## src/rtl/r2r_pkg.sv

```systemverilog
// Shared types and constants for the R2R ladder SAR ADC controller.
package r2r_pkg;

  // Default DAC/result width in bits.
  localparam int R2R_WIDTH = 8;

  // Default number of clk cycles the ladder settles after each trial code change.
  localparam int DEFAULT_SETTLE_CYCLES = 1000;

  // SAR controller states.
  typedef enum logic [1:0] {
    IDLE   = 2'd0,
    SETTLE = 2'd1,
    DECIDE = 2'd2,
    DONE   = 2'd3
  } state_t;

endpackage

```

## src/rtl/r2r_sar_adc_sync_2ff.sv

```systemverilog
// Single-bit two-flop synchronizer with synchronous active-high reset.
module sync_2ff (
  input  logic clk,
  input  logic reset,
  input  logic i_d,
  output logic o_q
);

  logic r_meta;
  logic r_sync;

  // Two back-to-back flops bring the asynchronous input into the clk domain.
  always_ff @(posedge clk) begin
    if (reset) begin
      r_meta <= 1'b0;
      r_sync <= 1'b0;
    end else begin
      r_meta <= i_d;
      r_sync <= r_meta;
    end
  end

  assign o_q = r_sync;

endmodule

```

## src/rtl/r2r_sar_adc.sv

```systemverilog
// Successive-approximation controller for the R2R ladder ADC. Drives a trial
// code into the ladder, waits for it to settle, then keeps or clears the bit
// under test based on the synchronized comparator, MSB first.
module r2r_sar_adc
  import r2r_pkg::*;
#(
  parameter int N             = R2R_WIDTH,
  parameter int SETTLE_CYCLES = DEFAULT_SETTLE_CYCLES
) (
  input  logic         clk,
  input  logic         reset,
  input  logic         EN,
  input  logic         comp_in,
  output logic [N-1:0] r2r_out,
  output logic [N-1:0] raw_data,
  output logic         valid,
  output logic         busy
);

  // Counter only ever holds SETTLE_CYCLES-1 down to 0.
  localparam int CW = $clog2(SETTLE_CYCLES);
  localparam int IW = $clog2(N);
  localparam logic [CW-1:0] CNT_LOAD = CW'(SETTLE_CYCLES - 1);
  localparam logic [IW-1:0] IDX_MSB  = IW'(N - 1);
  localparam logic [IW-1:0] IDX_ONE  = IW'(1);
  localparam logic [IW-1:0] IDX_ZERO = IW'(0);
  localparam logic [CW-1:0] CNT_ZERO = CW'(0);
  localparam logic [N-1:0]  CODE_MSB = {1'b1, {(N-1){1'b0}}};

  state_t          r_state;
  logic [IW-1:0]   r_bit_idx;
  logic [CW-1:0]   r_cnt;
  logic [N-1:0]    r_r2r_out;
  logic [N-1:0]    r_raw_data;
  logic            r_valid;
  logic            r_busy;

  logic            w_comp_s;
  logic [N-1:0]    w_decided;
  logic [N-1:0]    w_next_trial;

  sync_2ff u_comp_sync (
    .clk   (clk),
    .reset (reset),
    .i_d   (comp_in),
    .o_q   (w_comp_s)
  );

  // Resolve the bit under test and, if bits remain, raise the next trial bit.
  always_comb begin
    w_decided            = r_r2r_out;
    w_decided[r_bit_idx] = w_comp_s;
    w_next_trial         = w_decided;
    if (r_bit_idx != IDX_ZERO) begin
      w_next_trial[r_bit_idx - IDX_ONE] = 1'b1;
    end else begin
      w_next_trial = w_decided;
    end
  end

  // Conversion FSM; every output is a register updated here.
  always_ff @(posedge clk) begin
    if (reset) begin
      r_state    <= IDLE;
      r_bit_idx  <= IDX_MSB;
      r_cnt      <= CNT_ZERO;
      r_r2r_out  <= {N{1'b0}};
      r_raw_data <= {N{1'b0}};
      r_valid    <= 1'b0;
      r_busy     <= 1'b0;
    end else begin
      case (r_state)
        IDLE: begin
          r_valid <= 1'b0;
          if (EN) begin
            r_r2r_out <= CODE_MSB;
            r_bit_idx <= IDX_MSB;
            r_cnt     <= CNT_LOAD;
            r_busy    <= 1'b1;
            r_state   <= SETTLE;
          end else begin
            r_busy <= 1'b0;
          end
        end
        SETTLE: begin
          if (r_cnt != CNT_ZERO) begin
            r_cnt <= r_cnt - CW'(1);
          end else begin
            r_state <= DECIDE;
          end
        end
        DECIDE: begin
          r_r2r_out <= w_next_trial;
          if (r_bit_idx != IDX_ZERO) begin
            r_bit_idx <= r_bit_idx - IDX_ONE;
            r_cnt     <= CNT_LOAD;
            r_state   <= SETTLE;
          end else begin
            r_raw_data <= w_decided;
            r_valid    <= 1'b1;
            r_state    <= DONE;
          end
        end
        DONE: begin
          r_valid <= 1'b0;
          r_busy  <= 1'b0;
          r_state <= IDLE;
        end
        default: begin
          r_state <= IDLE;
          r_valid <= 1'b0;
          r_busy  <= 1'b0;
        end
      endcase
    end
  end

  assign r2r_out  = r_r2r_out;
  assign raw_data = r_raw_data;
  assign valid    = r_valid;
  assign busy     = r_busy;

endmodule
```

## config.mk

```make
export PLATFORM = sky130hd
export DESIGN_NAME = r2r_sar_adc
export DESIGN_NICKNAME = d
export VERILOG_FILES = /design/src/rtl/r2r_pkg.sv /design/src/rtl/r2r_sar_adc_sync_2ff.sv /design/src/rtl/r2r_sar_adc.sv
export SDC_FILE = /design/constraint.sdc
export NUM_CORES = 1
export LEC_CHECK = 0
export BUFFER_PORTS_ARGS = -buffer_cell sky130_fd_sc_hd__buf_4
export CAP_MARGIN = 10
export CORE_MARGIN = 3
export CORE_UTILIZATION = 60
export DETAILED_ROUTE_END_ITERATION = 8
export PLACE_DENSITY = 0.81
export SETUP_SLACK_MARGIN = 0.1
export SYNTH_ARGS = -nofsm -noshare
export SYNTH_HDL_FRONTEND = slang
export SYNTH_SLANG_ARGS = --single-unit
```

## constraint.sdc

```tcl
create_clock -name clk -period 3.23 [get_ports clk]
set_input_delay 0.1615 -clock clk [delete_from_list [all_inputs] [get_ports clk]]
set_output_delay 0.1615 -clock clk [all_outputs]
set_load 0.01 [all_outputs]
```

==> impl_metrics.json <==
{
  "routed_wl_um": 4340,
  "synth_top_cells_by_count": "dfxtp_1 (35), nand2_1 (23), a21oi_1 (16)",
  "critical_path.max_fanout": 19,
  "wl_per_cell_um": 14.6,
  "synthCells": 239,
  "p_total_mw": 1.44,
  "die-area_um2": 4020,
  "cts_resized": 0,
  "cellPowerDensity_nw_per_um2": 651,
  "r2r_start": "r_bit_idx[0]",
  "place_ws_ps": 691,
  "clock_skew_ps": 15.8,
  "cts_max_path_buffers": 2,
  "ios": 22,
  "grt_pass1_vias": 1617,
  "grt_antenna_before_repair": 0,
  "hold_viol_final": 0,
  "vias": 1790,
  "drt_iter0_markers": 131,
  "die_x_um": 63.4,
  "ys_warn_count": 0,
  "r2r_slack_ps": 620,
  "drc_errors": 0,
  "ys_types": 51,
  "holdBufCountCts": 0,
  "cp-start-kind": "flop",
  "hp-class": "primary input to flop",
  "core_area_um2": 3100,
  "clkTransAtPathRegs_ps": 100,
  "ys_top_cells_by_area": "dfxtp_1 (35%), ha_1 (5.7%), nand2_1 (4.4%), a21oi_1 (4.1%), o21ai_1 (3.3%)",
  "reg2regPathDepth": 6,
  "synthFlopType": "dfxtp_1",
  "grt_pass1_wl_um": 7620,
  "setup_viol": 0,
  "ys_ff_latch": 35,
  "yosysMostFrequentCell": "dfxtp_1",
  "status": "complete, no violations",
  "cts_max_level": 2,
  "hold_path_startpoint": "comp_in",
  "num_rows": 20,
  "hold_depth": 2,
  "yosysTopAreaCell": "dfxtp_1",
  "postCtsSetupRepairBufs": 0,
  "syn_nets": 252,
  "gp_congestion": 0.934,
  "yosysSeqAreaShare": 0.354,
  "arrival_ps": 2870,
  "fin_crit_ps": 2610,
  "synth_top_area_share": 0.354,
  "grt_max_degree": 31,
  "ctsRootBufferMaster": "clkbuf_4",
  "placed_area_um2": 2140,
  "r2r-end": "r_cnt[7]",
  "synth_area_um2": 1980,
  "fin_ws_ps": 623,
  "clk_latency_ps": 350,
  "max_freq_mhz": 384,
  "crit_chain": "inv_2, ha_1, and3b_1, nor3_1, nand2_1, a311oi_1",
  "port_buffers": 21,
  "hold_path_end": "u_comp_sync.r_meta",
  "synthToLayoutAreaGrowth_pct": 11.7,
  "synth_area_per_cell_um2": 8.27,
  "fin_crit_sh": 0.807,
  "crit_path_end_kind": "flop",
  "antenna_cells": 0,
  "final_area_um2": 2210,
  "vdd_drop_max_mv": 0.426,
  "synth_edf_count": 0,
  "drive_above_1_share": 0.154,
  "cts.sinks": 35,
  "overflow": 0,
  "cts_tree": "yes",
  "rsz0062_at_grt": "no",
  "start_util": 0.637,
  "via_per_inst": 6.01,
  "nets": 266,
  "p_leak_nw": 0.862,
  "synthArstFlopShare": 0,
  "worst_pin_slew_ps": 647,
  "drv_slew": 0,
  "drt_first_pass_iters": 5,
  "numCtsBuffers": 5,
  "postRouteAntennaNets": 0,
  "relSlewSlack": 0.556,
  "grt.total_usage": 0.238,
  "worstSetupPathType": "flop to flop",
  "dpl.hpwl_um": 3050,
  "die_y_um": 63.4,
  "cpPeakStageDelay_ps": 700,
  "setup_tns_ps": 0,
  "crit_slowest_cell": "dfxtp_1",
  "required_ps": 3490,
  "cap_violations": 0
}
per-stage QoR:
step / hold slack, ps / std cells / util
after floorplan: 290 / 239 / -
after global placement: 380 / 290 / 0.688
after detailed placement: 385 / 290 / 0.688
after CTS: 9.77 / 298 / 0.712
after global routing: 28.3 / 298 / 0.712
final: 24.7 / 298 / 0.712
report_power, final:
group | switching, mW | leakage, nW | internal (mW)
sequential | 0.0841 | 0.286 | 0.501
clock | 0.151 | 0.0375 | 0.127
combinational | 0.347 | 0.538 | 0.228
area by class of cell:
cell class	count	area (um^2)
sequential	35	701
clock buffer	7	65.1
tap	44	55.1
inverter	12	45.0
clock inverter	1	7.51
timing repair buffer	21	158
multi-input combinational	178	1180
fill	274	895
sequential cells by signal, indices dropped and copies added, names as in the netlist:
register and count:
u_comp_sync.r_meta 1, u_comp_sync.o_q 1, r_state 2, valid 1, busy 1, r2r_out 8, raw_data 8, r_bit_idx 3
r_cnt 10
critical path, delay by kind of cell, from the launching register on:
family | cells | cell delay (ps)
and+or+nand+nor | 3 | 1120
DFF | 1 | 700
adders and majority gates | 1 | 300
AOI/OAI and AO/OA | 1 | 260
buffers and inverters | 1 | 140
placed cells by master (no fill, tap or decap), types with 2 or more instances in the layout:
cell      count
nor3_1        8
a21boi_1      4
nand2b_1      7
mux2i_1       4
inv_1        11
a221oi_1      2
or3_1         3
o21a_1        5
nand3_1       7
nor3b_1       5
dfxtp_1      35
a211oi_1      5
nor2_1       10
clkbuf_8      2
or3b_1        2
or4b_1        2
o21ai_0       5
clkbuf_4      5
o31ai_1       4
nand2_1      23
nand3b_1      2
o41ai_1       2
nor2b_1       6
a311oi_1      2
nand4_1       2
a21oi_1      16
a31oi_1       6
buf_4        21
o21ai_1      13
ha_1          9
nor4_2        3
mux2_2        2
and4_1        2
layer usage:
metal / track usage / vias up / wire length [um]
met5: 0 / - / 0
li1: - / 902 / -
met2: 0.360 / 57 / 1920
met4: 0.0836 / 0 / 61
met1: 0.326 / 825 / 2090
met3: 0.0606 / 6 / 266
how the worst max path moves through the flow:
| stage | start | end | slack, ps | cells after the start |
|---|---|---|---|---|
| after floorplan | r_bit_idx[0] | r_cnt[6] | 1210 | 8 |
| final | r_bit_idx[0] | r_cnt[7] | 620 | 6 |
| after global routing | r_bit_idx[0] | r_cnt[7] | 340 | 6 |
| after detailed placement | r_bit_idx[0] | r_cnt[7] | 690 | 6 |
| after CTS | r_bit_idx[0] | r_cnt[7] | 660 | 6 |
| after global placement | r_bit_idx[0] | r_cnt[7] | 800 | 6 |
cell families after synthesis:
group,Yosys count,share of synthesized area
DFF,35,0.354
and+or+nand+nor,90,0.265
AOI/OAI and AO/OA,72,0.237
buffers and inverters,26,0.0500
muxes,7,0.0373
adders and majority gates,9,0.0570
No activity file was read; power rests on OpenSTA's default activity.
